## config.mk

```make
export PLATFORM = sky130hd
export DESIGN_NAME = i2c_master
export DESIGN_NICKNAME = d
export VERILOG_FILES = /design/src/rtl/i2c_pkg.sv /design/src/rtl/i2c_quarter_tick.sv /design/src/rtl/i2c_master.sv
export SDC_FILE = /design/constraint.sdc
export NUM_CORES = 1
export LEC_CHECK = 0
export ABC_AREA = 1
export BUFFER_PORTS_ARGS = -buffer_cell sky130_fd_sc_hd__clkbuf_2
export CAP_MARGIN = 20
export CORE_MARGIN = 1.5
export CORE_UTILIZATION = 51
export CTS_CLUSTER_DIAMETER = 100
export CTS_CLUSTER_SIZE = 10
export DETAILED_ROUTE_END_ITERATION = 8
export PLACE_DENSITY = 0.87
export SLEW_MARGIN = 10
export SYNTH_ARGS = -nofsm -noshare
export SYNTH_HDL_FRONTEND = slang
export SYNTH_HIERARCHICAL = 1
export SYNTH_SLANG_ARGS = --single-unit
```

## constraint.sdc

```tcl
create_clock -name clk -period 1.95 [get_ports clk]
set_clock_uncertainty 0.15 [all_clocks]
set_input_delay 0.0975 -clock clk [delete_from_list [all_inputs] [get_ports clk]]
set_output_delay 0.0975 -clock clk [all_outputs]
set_load 0.05 [all_outputs]
```

## src/rtl/i2c_pkg.sv

```systemverilog
// Shared types and constants for the single-byte I2C initiator.
package i2c_pkg;

  typedef enum logic [3:0] {
    IDLE, START, ADDR, AACK, WDATA, WACK, RDATA, MNACK, STOP
  } state_t;

  typedef enum logic [1:0] {Q0, Q1, Q2, Q3} quarter_t;

  localparam logic ACK     = 1'b0;
  localparam logic NACK    = 1'b1;
  localparam logic RW_READ = 1'b1;

  // Quarters in which the master holds SCL low
  function automatic logic scl_low_quarter(input quarter_t q);
    return (q == Q0) || (q == Q1);
  endfunction

endpackage

```

## src/rtl/i2c_quarter_tick.sv

```systemverilog
// Quarter-period timebase: one tick every CLK_DIV cycles plus the current quarter index.
module i2c_quarter_tick
  import i2c_pkg::*;
#(
  parameter int CLK_DIV = 4
) (
  input  logic     clk,
  input  logic     rst,
  input  logic     run,
  input  logic     hold,
  output logic     tick,
  output quarter_t quarter
);

  localparam int CW = $clog2(CLK_DIV);

  logic [CW-1:0] cnt_reg;
  quarter_t      quarter_reg;

  assign tick    = run && !hold && (cnt_reg == CW'(CLK_DIV - 1));
  assign quarter = quarter_reg;

  always_ff @(posedge clk or posedge rst) begin
    if (rst) begin
      cnt_reg     <= '0;
      quarter_reg <= Q0;
    end else if (!run) begin
      cnt_reg     <= '0;
      quarter_reg <= Q0;
    end else if (!hold) begin
      if (cnt_reg == CW'(CLK_DIV - 1)) begin
        cnt_reg     <= '0;
        quarter_reg <= quarter_t'(quarter_reg + 2'd1);
      end else begin
        cnt_reg <= cnt_reg + 1'b1;
      end
    end
  end

endmodule

```

## src/rtl/i2c_master.sv

```systemverilog
// Single-byte I2C initiator: START, addr+R/W, one data byte, STOP.
// Optional slave clock stretching is enabled with `define I2C_CLK_STRETCH_EN.
module i2c_master
  import i2c_pkg::*;
#(
  parameter int CLK_DIV = 4
) (
  input  logic       clk,
  input  logic       rst,
  input  logic       start,
  input  logic [7:0] addr_rw,
  input  logic [7:0] wdata,
  input  logic       scl_in,
  input  logic       sda_in,
  output logic       scl_oe,
  output logic       sda_oe,
  output logic [7:0] rdata,
  output logic       busy,
  output logic       done,
  output logic       ack_err
);

  state_t     state_reg, state_next;
  quarter_t   quarter;
  logic       tick, hold, bit_end, sample_pt, accept;
  logic [15:0] tx_reg;
  logic [7:0] rx_reg, rdata_reg;
  logic [2:0] bit_cnt_reg;
  logic       rw_reg, ack_err_reg, busy_reg, done_reg;

  assign accept    = (state_reg == IDLE) && start;
  assign bit_end   = tick && (quarter == Q3);
  assign sample_pt = tick && (quarter == Q2);

`ifdef I2C_CLK_STRETCH_EN
  // A slave holding SCL low while we release it freezes the timebase
  assign hold = ((quarter == Q2) || (quarter == Q3)) && !scl_oe && !scl_in;
`else
  logic unused_scl_in;
  assign unused_scl_in = scl_in;
  assign hold = 1'b0;
`endif

  i2c_quarter_tick #(.CLK_DIV(CLK_DIV)) u_tick (
    .clk     (clk),
    .rst     (rst),
    .run     (state_reg != IDLE),
    .hold    (hold),
    .tick    (tick),
    .quarter (quarter)
  );

  always_ff @(posedge clk or posedge rst) begin
    if (rst) state_reg <= IDLE;
    else     state_reg <= state_next;
  end

  always_comb begin
    state_next = state_reg;
    case (state_reg)
      IDLE:  if (start) state_next = START;
      START: if (bit_end) state_next = ADDR;
      ADDR:  if (bit_end && bit_cnt_reg == 3'd7) state_next = AACK;
      AACK: begin
        if (bit_end) begin
          if (ack_err_reg)            state_next = STOP;
          else if (rw_reg == RW_READ) state_next = RDATA;
          else                        state_next = WDATA;
        end
      end
      WDATA: if (bit_end && bit_cnt_reg == 3'd7) state_next = WACK;
      WACK:  if (bit_end) state_next = STOP;
      RDATA: if (bit_end && bit_cnt_reg == 3'd7) state_next = MNACK;
      MNACK: if (bit_end) state_next = STOP;
      STOP:  if (bit_end) state_next = IDLE;
      default: state_next = IDLE;
    endcase
  end

  // Bus drive decoded from state and quarter; SDA only moves at q0 entry
  always_comb begin
    scl_oe = 1'b0;
    sda_oe = 1'b0;
    case (state_reg)
      START: sda_oe = (quarter == Q2) || (quarter == Q3);
      ADDR, WDATA: begin
        scl_oe = scl_low_quarter(quarter);
        sda_oe = ~tx_reg[15];
      end
      AACK, WACK, RDATA, MNACK: scl_oe = scl_low_quarter(quarter);
      STOP: begin
        scl_oe = scl_low_quarter(quarter);
        sda_oe = (quarter != Q3);
      end
      default: ;
    endcase
  end

  always_ff @(posedge clk or posedge rst) begin
    if (rst) begin
      tx_reg      <= '0;
      rx_reg      <= '0;
      rdata_reg   <= '0;
      bit_cnt_reg <= '0;
      rw_reg      <= 1'b0;
      ack_err_reg <= 1'b0;
      busy_reg    <= 1'b0;
      done_reg    <= 1'b0;
    end else begin
      done_reg <= 1'b0;
      if (accept) begin
        tx_reg      <= {addr_rw, wdata};
        rw_reg      <= addr_rw[0];
        ack_err_reg <= 1'b0;
        bit_cnt_reg <= '0;
        busy_reg    <= 1'b1;
      end
      if (sample_pt) begin
        if (state_reg == RDATA) rx_reg <= {rx_reg[6:0], sda_in};
        if ((state_reg == AACK || state_reg == WACK) && sda_in == NACK) ack_err_reg <= 1'b1;
      end
      if (bit_end) begin
        if (state_reg == ADDR || state_reg == WDATA || state_reg == RDATA)
          bit_cnt_reg <= bit_cnt_reg + 3'd1;
        if (state_reg == ADDR || state_reg == WDATA)
          tx_reg <= {tx_reg[14:0], 1'b0};
        if (state_reg == MNACK) rdata_reg <= rx_reg;
        if (state_reg == STOP) begin
          done_reg <= 1'b1;
          busy_reg <= 1'b0;
        end
      end
    end
  end

  assign rdata   = rdata_reg;
  assign busy    = busy_reg;
  assign done    = done_reg;
  assign ack_err = ack_err_reg;

endmodule

```

==> flow_metrics.tcl <==
set metrics [dict create \
    status "complete, no violations" \
    drive_gt1_share_pct 27.6 \
    cap_violations 0 \
    first_pass_iters 7 \
    period_share_pct 96.5 \
    gp_congestion 0.921 \
    rr_worst_depth 11 \
    cts-root-buf "clkbuf_8" \
    antenna_found_initial 0 \
    wl_um 5030 \
    finalHoldViolCount 0 \
    wire_per_inst_um 12.9 \
    cts_tree "done" \
    routed-via-count 2020 \
    holdPathStages 4 \
    p_leak_nw 1.56 \
    finalCriticalPeriod_ns 1.88 \
    drv_slew 0 \
    power-per-cell-area_mw_per_mm2 1260 \
    hold_class "primary input to register" \
    layout.nets 360 \
    clock_path_buffers 2 \
    rsz0062_at_grt "yes" \
    cellInternalPower_mw 2.22 \
    path_class "register to output port" \
    yosys_warnings 6 \
    cts.sink_count 47 \
    portBuffers 32 \
    ys_seq_area_share_pct 49.1 \
    die_area_mm2 0.00512 \
    grt_max_degree 44 \
    critPathLaunchType "register" \
    clk_latency_ns 0.30 \
    num_io_pins 34 \
    htree_num_levels 2 \
    rows 24 \
    max_slew_margin_pct 64.0 \
    drcViolationCount 0 \
    syn_avg_cell_area_um2 8.71 \
    required_ns 1.70 \
    syn_to_final_growth_pct 23.4 \
    setup_tns_ns 0 \
    core-area_mm2 0.00444 \
    ant_nets 0 \
    syn_area_mm2 0.00240 \
    die_h_um 71.5 \
    ys_seq_elements 47 \
    largest_reg_flops 16 \
    grt-ovfl-total 0 \
    worstPathMaxFanout 4 \
    power.switching_mw 1.51 \
    synth_edf_count 0 \
    fillCellCount 372 \
    vias_per_cell 5.19 \
    finalPower_mw 3.73 \
    fmax_mhz 532 \
    drt_first_iter_violations 142 \
    critPathArrivalTime_ns 1.63 \
    dp_hpwl_um 3300 \
    post-route-util_pct 66.5 \
    grtUsageTotal_pct 21.0 \
    place_area_mm2 0.00264 \
    holdWs_ns 0.00361 \
    combPwrFrac_pct 46.9 \
    switching_share_pct 40.5 \
    syn_inst 275 \
    tightest_slew_ns 0.540 \
    clk_pin_slew_worst_paths_ns 0.08 \
    end_kind "output port" \
    peakVddDrop_uv 749 \
    ys_types 28 \
    final_common_cell "nand2_1" \
    pwr-share-clk_pct 16.4 \
    async_flop_share_pct 100 \
    setup_viol 0 \
    grt_pass1_vias 1991 \
    die_x_um 71.5 \
    final_area_mm2 0.00296 \
    pwr-share-seq_pct 36.7 \
    grt_pass1_wl_um 8470 \
    numCtsBuffers 5 \
    diodes 0 \
    final_cell_mix "84 x nand2_1, 46 x dfrtp_1, 30 x clkbuf_2" \
    ys.flop_type "dfrtp_1" \
    initial_core_util_pct 53.9 \
]
==> power by group through the flow <==
stage / logic [mW] / clock network, mW / registers (mW)
after floorplan: 1.17 / 0 / 1.37
after global placement: 1.48 / 0 / 1.37
after detailed placement: 1.54 / 0 / 1.38
after CTS: 1.60 / 0.627 / 1.37
after global routing: 1.93 / 0.669 / 1.39
final: 1.75 / 0.613 / 1.37
==> layer usage <==
metal  global-route usage [%]  part of all wire (%)  vias up  wire, µm
met5                        0                     0        -         0
met2                     37.3                    52       60      2590
met1                     25.3                    43      947      2160
li1                         -                     -     1004         -
met3                     5.49                   3.8        9       192
met4                     6.08                   1.6        0        80
==> logic make-up (layout without fill, tap and decap cells) <==
family / Yosys count / after routing / synth area share (%)
compound gates: 38 / 38 / 9.76
fa+ha+maj: 3 / 3 / 1.57
buf+inv: 38 / 99 / 7.62
flops: 47 / 47 / 49.1
other cells: 1 / 2 / 0.157
simple gates: 148 / 148 / 31.8
==> synthesized netlist by cell type (4+ instances only) <==
| cell | number | share of area, % |
|---|---|---|
| buf_6 | 4 | 1.9 |
| dfrtp_1 | 47 | 49 |
| inv_1 | 25 | 3.9 |
| nand2_1 | 86 | 13 |
| nand2_2 | 4 | 1.0 |
| nand3_1 | 22 | 4.6 |
| nand3_2 | 16 | 6.7 |
| nor2_1 | 8 | 1.3 |
| o21a_1 | 15 | 4.7 |
| o21ai_0 | 11 | 2.3 |
| o21ai_1 | 9 | 1.9 |
==> metrics by stage <==
| stage | worst slack, ns | std cells |
|---|---|---|
| finish | 0.0689 | 389 |
| CTS | 0.00225 | 386 |
| floorplan | 0.0421 | 276 |
| global placement | 0.136 | 363 |
| detailed placement | 0.0932 | 363 |
| global route | -0.0282 | 389 |
==> cell type report <==
class	count	area [µm²]	share of cell area, %
clock inverter	1	8.76	0.296
clock buffer	7	86.3	2.92
sequential	47	1180	39.8
tap	52	65.1	2.20
inverter	30	115	3.89
timing repair buffer	61	428	14.5
multi-input combinational	191	1080	36.4
==> worst paths after layout <==
path,startpoint,to,slack (ns)
max in group asynchronous,rst,state_reg[3]$_DFFE_PP0P_,0.94
min in group asynchronous,rst,u_tick/cnt_reg[0]$_DFFE_PP0P_,0.07
max reg2reg,u_tick/cnt_reg[0]$_DFFE_PP0P_,state_reg[1]$_DFFE_PP0P_,0.10
max,state_reg[0]$_DFFE_PP0P_,sda_oe,0.07
min,wdata[7],tx_reg[7]$_DFF_PP0_,0.004
min reg2reg,rdata[7]$_DFFE_PP0P_,rdata[7]$_DFFE_PP0P_,0.34
==> worst max-delay path: stages, from the launching register on <==
cell and delay [ns]:
dfrtp_1 0.42, nor2_4 0.13, buf_4 0.15, nand2_1 0.13, inv_1 0.10, nand2_1 0.05, o211ai_1 0.11, buf_4 0.24
==> timing repair <==
action	in CTS	in global routing
hold buffers	15	0
gates resized for setup	4	13
buffers inserted	0	3
pin swaps	0	4
endpoints found under the setup margin	2	35
endpoints found under the hold margin	63	0
Power figures use the tool's default switching activity.
